## src/rtl/mem_stage_pkg.sv

```systemverilog
// Shared types for the MEM stage: funct3 size codes, FSM states and the
// captured-op / writeback payloads.
package mem_stage_pkg;

  localparam int unsigned XLEN   = 64;
  localparam int unsigned NBYTES = XLEN / 8;
  localparam int unsigned OFF_W  = 3;
  localparam int unsigned RD_W   = 5;
  localparam int unsigned F3_W   = 3;

  typedef enum logic [F3_W-1:0] {
    MEM_B  = 3'b000,
    MEM_H  = 3'b001,
    MEM_W  = 3'b010,
    MEM_D  = 3'b011,
    MEM_BU = 3'b100,
    MEM_HU = 3'b101,
    MEM_WU = 3'b110
  } funct3_e;

  typedef enum logic {
    MS_IDLE = 1'b0,
    MS_BUS  = 1'b1
  } state_e;

  typedef struct packed {
    logic              we;
    logic [F3_W-1:0]   funct3;
    logic [XLEN-1:0]   addr;
    logic [XLEN-1:0]   wdata;
    logic [NBYTES-1:0] wmask;
    logic              rf_wen;
    logic [RD_W-1:0]   rd;
    logic [XLEN-1:0]   pc;
    logic              exit;
  } op_t;

  typedef struct packed {
    logic            valid;
    logic            rf_wen;
    logic [RD_W-1:0] rd;
    logic [XLEN-1:0] wdata;
    logic [XLEN-1:0] pc;
    logic            exit;
    logic            err;
  } wb_t;

  // Low address bits that must be zero for an access of size 1<<sz bytes.
  function automatic logic [OFF_W-1:0] size_lowmask(input logic [1:0] sz);
    case (sz)
      2'd0:    return 3'b000;
      2'd1:    return 3'b001;
      2'd2:    return 3'b011;
      default: return 3'b111;
    endcase
  endfunction

  // Sign or zero extend the low 1<<sz bytes of v.
  function automatic logic [XLEN-1:0] extend(input logic [XLEN-1:0] v,
                                             input logic [1:0] sz,
                                             input logic sgn);
    case (sz)
      2'd0:    return {{56{sgn & v[7]}},  v[7:0]};
      2'd1:    return {{48{sgn & v[15]}}, v[15:0]};
      2'd2:    return {{32{sgn & v[31]}}, v[31:0]};
      default: return v;
    endcase
  endfunction

endpackage

```

## src/rtl/mem_stage_align.sv

```systemverilog
// Byte-lane alignment for the MEM stage: store lane shift/mask, load
// extraction with extension, and misaligned/illegal-funct3 detection.
module mem_stage_align
  import mem_stage_pkg::*;
(
  input  logic              is_store_i,
  input  logic [F3_W-1:0]   funct3_i,
  input  logic [OFF_W-1:0]  off_i,
  input  logic [XLEN-1:0]   sdata_i,
  input  logic [XLEN-1:0]   rdata_i,
  output logic [NBYTES-1:0] wmask_o,
  output logic [XLEN-1:0]   wdata_o,
  output logic [XLEN-1:0]   ldata_o,
  output logic              misaligned_o,
  output logic              illegal_o
);

  logic [1:0]        sz;
  logic [NBYTES-1:0] base_mask;
  logic [XLEN-1:0]   rshift;

  always_comb begin
    sz = funct3_i[1:0];
    case (sz)
      2'd0:    base_mask = 8'h01;
      2'd1:    base_mask = 8'h03;
      2'd2:    base_mask = 8'h0F;
      default: base_mask = 8'hFF;
    endcase
    wmask_o      = base_mask << off_i;
    wdata_o      = sdata_i << {off_i, 3'b000};
    rshift       = rdata_i >> {off_i, 3'b000};
    // funct3[2] selects the unsigned load variants.
    ldata_o      = extend(rshift, sz, ~funct3_i[2]);
    misaligned_o = |(off_i & size_lowmask(sz));
    illegal_o    = is_store_i ? funct3_i[2] : (funct3_i == 3'b111);
  end

endmodule

```

## src/rtl/mem_stage.sv

```systemverilog
// MEM pipeline stage: issues load/store on a req/ack data bus, stalls EX while
// pending, and registers results (or an error) toward WB.
module mem_stage
  import mem_stage_pkg::*;
#(
  parameter int unsigned MAX_WAIT = 255
) (
  input  logic              clk,
  input  logic              rst,
  input  logic              valid_i,
  input  logic              load_i,
  input  logic              store_i,
  input  logic [F3_W-1:0]   funct3_i,
  input  logic [XLEN-1:0]   sdata_i,
  input  logic [XLEN-1:0]   aluout_i,
  input  logic              rf_wen_i,
  input  logic [RD_W-1:0]   rd_i,
  input  logic [XLEN-1:0]   pc_i,
  input  logic              exit_i,
  output logic              stall_o,
  output logic              mem_req_o,
  output logic              mem_we_o,
  output logic [XLEN-1:0]   mem_addr_o,
  output logic [XLEN-1:0]   mem_wdata_o,
  output logic [NBYTES-1:0] mem_wmask_o,
  input  logic              mem_ack_i,
  input  logic [XLEN-1:0]   mem_rdata_i,
  output logic              valid_o,
  output logic              rf_wen_o,
  output logic [RD_W-1:0]   rd_o,
  output logic [XLEN-1:0]   wdata_o,
  output logic [XLEN-1:0]   pc_o,
  output logic              exit_o,
  output logic              err_o
);

  localparam int unsigned WAIT_W  = (MAX_WAIT > 2) ? $clog2(MAX_WAIT) : 1;
  localparam int unsigned WD_LAST = (MAX_WAIT == 0) ? 0 : MAX_WAIT - 1;

  state_e            state_q, state_d;
  logic [WAIT_W-1:0] cnt_q, cnt_d;
  logic              req_q, req_d;
  op_t               op_q, op_d;
  wb_t               wb_q, wb_d;
  logic              stall_c;

  logic              mem_op_c;
  logic              wd_fire_c;
  logic              al_store_c;
  logic [F3_W-1:0]   al_f3_c;
  logic [OFF_W-1:0]  al_off_c;
  logic [NBYTES-1:0] al_wmask;
  logic [XLEN-1:0]   al_wdata;
  logic [XLEN-1:0]   al_ldata;
  logic              al_misaligned;
  logic              al_illegal;

  // In BUS the aligner works on the captured op; in IDLE on the incoming one.
  always_comb begin
    mem_op_c   = valid_i & (load_i | store_i);
    wd_fire_c  = (MAX_WAIT != 0) && (cnt_q == WAIT_W'(WD_LAST));
    al_store_c = (state_q == MS_BUS) ? op_q.we : store_i;
    al_f3_c    = (state_q == MS_BUS) ? op_q.funct3 : funct3_i;
    al_off_c   = (state_q == MS_BUS) ? op_q.addr[OFF_W-1:0] : aluout_i[OFF_W-1:0];
  end

  mem_stage_align u_align (
    .is_store_i   (al_store_c),
    .funct3_i     (al_f3_c),
    .off_i        (al_off_c),
    .sdata_i      (sdata_i),
    .rdata_i      (mem_rdata_i),
    .wmask_o      (al_wmask),
    .wdata_o      (al_wdata),
    .ldata_o      (al_ldata),
    .misaligned_o (al_misaligned),
    .illegal_o    (al_illegal)
  );

  always_ff @(posedge clk) begin
    if (rst) begin
      state_q <= MS_IDLE;
      cnt_q   <= '0;
      req_q   <= 1'b0;
      op_q    <= '0;
      wb_q    <= '0;
    end else begin
      state_q <= state_d;
      cnt_q   <= cnt_d;
      req_q   <= req_d;
      op_q    <= op_d;
      wb_q    <= wb_d;
    end
  end

  always_comb begin
    state_d = state_q;
    cnt_d   = cnt_q;
    req_d   = req_q;
    op_d    = op_q;
    wb_d    = '0;
    stall_c = 1'b0;
    case (state_q)
      MS_IDLE: begin
        cnt_d = '0;
        if (valid_i) begin
          wb_d.rd   = rd_i;
          wb_d.pc   = pc_i;
          wb_d.exit = exit_i;
          if (!mem_op_c) begin
            wb_d.valid  = 1'b1;
            wb_d.rf_wen = rf_wen_i;
            wb_d.wdata  = aluout_i;
          end else if (al_illegal || al_misaligned) begin
            wb_d.valid = 1'b1;
            wb_d.err   = 1'b1;
          end else begin
            stall_c     = 1'b1;
            req_d       = 1'b1;
            state_d     = MS_BUS;
            op_d.we     = store_i;
            op_d.funct3 = funct3_i;
            op_d.addr   = aluout_i;
            op_d.wdata  = al_wdata;
            op_d.wmask  = al_wmask;
            op_d.rf_wen = rf_wen_i & ~store_i;
            op_d.rd     = rd_i;
            op_d.pc     = pc_i;
            op_d.exit   = exit_i;
          end
        end
      end
      MS_BUS: begin
        wb_d.rd   = op_q.rd;
        wb_d.pc   = op_q.pc;
        wb_d.exit = op_q.exit;
        // Ack on the watchdog cycle still completes normally.
        if (mem_ack_i) begin
          wb_d.valid  = 1'b1;
          wb_d.rf_wen = op_q.rf_wen;
          wb_d.wdata  = op_q.we ? '0 : al_ldata;
          state_d     = MS_IDLE;
          req_d       = 1'b0;
          cnt_d       = '0;
        end else if (wd_fire_c) begin
          wb_d.valid = 1'b1;
          wb_d.err   = 1'b1;
          state_d    = MS_IDLE;
          req_d      = 1'b0;
          cnt_d      = '0;
        end else begin
          stall_c = 1'b1;
          cnt_d   = cnt_q + WAIT_W'(1);
        end
      end
      default: begin
        state_d = MS_IDLE;
        req_d   = 1'b0;
      end
    endcase
  end

  assign stall_o     = stall_c;
  assign mem_req_o   = req_q;
  assign mem_we_o    = op_q.we;
  assign mem_addr_o  = {op_q.addr[XLEN-1:OFF_W], 3'b000};
  assign mem_wdata_o = op_q.wdata;
  assign mem_wmask_o = op_q.wmask;

  assign valid_o  = wb_q.valid;
  assign rf_wen_o = wb_q.rf_wen;
  assign rd_o     = wb_q.rd;
  assign wdata_o  = wb_q.wdata;
  assign pc_o     = wb_q.pc;
  assign exit_o   = wb_q.exit;
  assign err_o    = wb_q.err;

endmodule

```

## config.mk

```make
export PLATFORM = sky130hd
export DESIGN_NAME = mem_stage
export DESIGN_NICKNAME = d
export VERILOG_FILES = /design/src/rtl/mem_stage_pkg.sv /design/src/rtl/mem_stage_align.sv /design/src/rtl/mem_stage.sv
export SDC_FILE = /design/constraint.sdc
export NUM_CORES = 1
export LEC_CHECK = 0
export CORE_AREA = 2 2 212 214
export DETAILED_ROUTE_END_ITERATION = 7
export DIE_AREA = 0 0 214 216
export PLACE_DENSITY = 0.68
export SYNTH_ARGS = -nofsm -noshare
export SYNTH_HDL_FRONTEND = slang
export SYNTH_SLANG_ARGS = --single-unit
```

## constraint.sdc

```tcl
create_clock -name clk -period 5.9 [get_ports clk]
set_input_delay 1.18 -clock clk [delete_from_list [all_inputs] [get_ports clk]]
set_output_delay 1.18 -clock clk [all_outputs]
set_load 0.1 [all_outputs]
```

==> flow_summary.toml <==
[grt]
grt_pass1_vias = 16904
grt_overflow = 0
grt_usage_pct = 28.70
antenna_found_initial = 7
grt_pass1_wl_um = 103800
grt_start_max_net_pins = 212

[finish]
n_fill_cell = 4115
final_cell_mix = "652 x nand2_1, 541 x clkdlybuf4s50_1, 357 x dfxtp_1"
layout_commonest_cell = "nand2_1"
post_route_cells_drive_above_1_share_pct = 5.732
fin_area_um2 = 23590
nets = 2897
area_growth_pct = 34.64

[routing]
ant_nets = 0
wl_per_cell_um = 21.25
wl_um = 69040
dr.pass1.iters = 5
drcViolationCount = 0
drt_iter0_markers = 1555
via_per_inst = 5.417
via_count = 17600

[synth]
ys_seq_area_share_pct = 40.90
synth_area_leaders = "dfxtp_1 41%, nand2_1 14%, a21oi_1 9.5%, buf_4 5.9%, mux2i_1 4.7%"
synth_ff_type = "dfxtp_1"
syn_area_um2 = 17520
syn_inst = 2335
postSynthAreaPerCell_um2 = 7.505
yosysWarnings = 0
synth_top_area_share_pct = 40.90
synth-seq-cells = 358
synth-edff-count = 0
synth.distinct_cells = 57
ys_async_sr_fraction_pct = 0
yosysTopAreaCell = "dfxtp_1"

[clock_tree]
path_clk_slew_ns = 0.06
cts-htree-levels = 2
post-cts-setup-buffers = 0
ctsHoldBuffers = 0
cts_tree = "done"
cts_inserted_buffers = 42
post_cts_resized = 0
root_buffer = "clkbuf_16"
clock_path_buffers = 3
cts_sinks = 358
clkLatencyLatePin_ns = 0.58

[power]
p_leak_nw = 8.768
p_switching_mw = 2.502
sw_frac_of_total_pct = 34.66
combPwrFrac_pct = 26.7
p_seq_share_pct = 36.3
ir_drop_v = 0.0002119
p_int_mw = 4.716
p_clk_share_pct = 37.0
power_density_nw_per_um2 = 306.0

[floorplan]
core_um2 = 43840
start_util_pct = 39.98
rows = 77
ios = 548
fp.dieH_um = 216
dieArea_um2 = 46220
die_w_um = 214

[setup_path]
start_kind = "input pin"
crit_arrival_ns = 3.23
criticalPathCategory = "input pin to primary output"
path_max_fanout = 8
worstPathRequired_ns = 4.72
worstSetupEndpointType = "primary output"

[status]
status = "finished, final reports clean"

[timing]
worstMarginPinSlew_ns = 1.124
period_minus_slack_ns = 4.407
rsz0062_at_grt = "no"
slew_violations = 0
hold_viol = 0
slew_headroom_pct = 24.83
skew_ns = 0.03067
finalCritPeriodShare_pct = 74.69
setup_violations = 0
clock.fmax_ghz = 0.2269
setup_tns_ns = 0

[job]
drv_cap = 0

[placed_design]
hpwl_um = 48610
gp_congestion = 0.9326
port_buffers = 544
place_area_um2 = 22170

[worst_hold_path]
min_path_type = "flop to flop"
-- stage by stage --
stage,hold slack (ns),std cells,util [%],setup slack [ns],total power [mW]
floorplan,0.4321,2337,-,1.262,4.030
global placement,0.4380,3171,50.57,1.481,4.575
detailed placement,0.4448,3171,50.57,1.477,4.590
CTS,0.4533,3244,53.79,1.469,7.264
global route,0.4696,3249,53.82,1.306,7.481
finish,0.4530,3249,53.82,1.493,7.219
-- critical path, stage by stage --
cell,delay [ns]
clkdlybuf4s50_1,0.64
nor3_1,0.27
a21oi_1,0.09
a221oi_2,0.50
nand2_4,0.10
o21ai_0,0.19
buf_12,0.24
-- Yosys cell counts (all sizes together) (2+ instances only) --
cell	n
xor2	5
or2	8
a21oi	333
mux2i	85
nor2	215
o211ai	4
nand3b	19
inv	2
nand2	653
dfxtp	358
o31ai	24
nor2b	2
mux2	14
nand2b	4
ha	2
a32oi	2
mux4	8
a2bb2oi	8
or3	18
a221o	7
a211oi	10
a31oi	9
clkbuf	130
a22oi	16
o221ai	3
o22ai	7
a311oi	17
nand4	2
o311ai	7
nor3	15
nand3	70
a21o	7
o21ai	49
buf	194
o2111ai	9
and3	5
o21a	2
-- cell type report --
cell class	count	area, um^2	area share (%)
clock buffers	64	1266	5.367
well taps	592	740.7	3.139
flip-flops and latches	358	7171	30.39
inverters	2	7.507	0.03182
clock inverters	9	148.9	0.6311
repair buffers	566	5670	24.03
diodes	5	12.51	0.05303
multi-input cells	1653	8577	36.35
-- power by group through the flow --
stage	Sequential (mW)	Clock, mW	Combinational [mW]
after global routing	2.63	2.82	2.03
after detailed placement	2.67	0	1.92
after CTS	2.62	2.72	1.93
after global placement	2.67	0	1.91
final	2.62	2.67	1.93
after floorplan	2.91	0	1.12
-- per-layer routing --
metal / wire length [um] / track usage (%) / up-vias
met3: 5290 / 6.371 / 151
met5: 20 / 0 / -
li1: - / - / 8299
met2: 33240 / 48.65 / 781
met4: 2532 / 11.00 / 4
met1: 27950 / 35.51 / 8365
-- kinds of logic (layout without fill, tap and decap cells) --
group / after synthesis / in the layout / synth area share, %
adders and majority gates: 2 / 2 / 0.1428
DFF: 358 / 358 / 40.90
buffers and inverters: 326 / 641 / 10.44
and+or+nand+nor: 1016 / 1016 / 23.47
AOI/OAI and AO/OA: 519 / 519 / 17.79
xor gates and xnor gates: 6 / 6 / 0.2999
other: 1 / 8 / 0.02140
muxes: 107 / 107 / 6.947
-- flip-flops by register name, summed over array words and instances, names as in the netlist --
name         cells
mem_addr_o      61
exit_o           1
mem_req_o        1
valid_o          1
mem_wdata_o     64
wdata_o         64
op_q            77
cnt_q            8
state_q          1
pc_o            64
mem_wmask_o      8
err_o            1
rd_o             5
mem_we_o         1
rf_wen_o         1
-- path summary, 6_finish.rpt --
path | startpoint | to | slack, ns | cells after the start
worst max register to register | state_q$_SDFF_PP0_ | wdata_o[24]$_SDFF_PP0_ | 1.93 | 8
worst max-delay path | aluout_i[2] | stall_o | 1.49 | 7
worst min register to register | mem_addr_o[11]$_SDFFE_PP0P_ | mem_addr_o[11]$_SDFFE_PP0P_ | 0.45 | 2
worst min-delay path | mem_addr_o[11]$_SDFFE_PP0P_ | mem_addr_o[11]$_SDFFE_PP0P_ | 0.45 | 2
(Power assumes the default switching activity.)
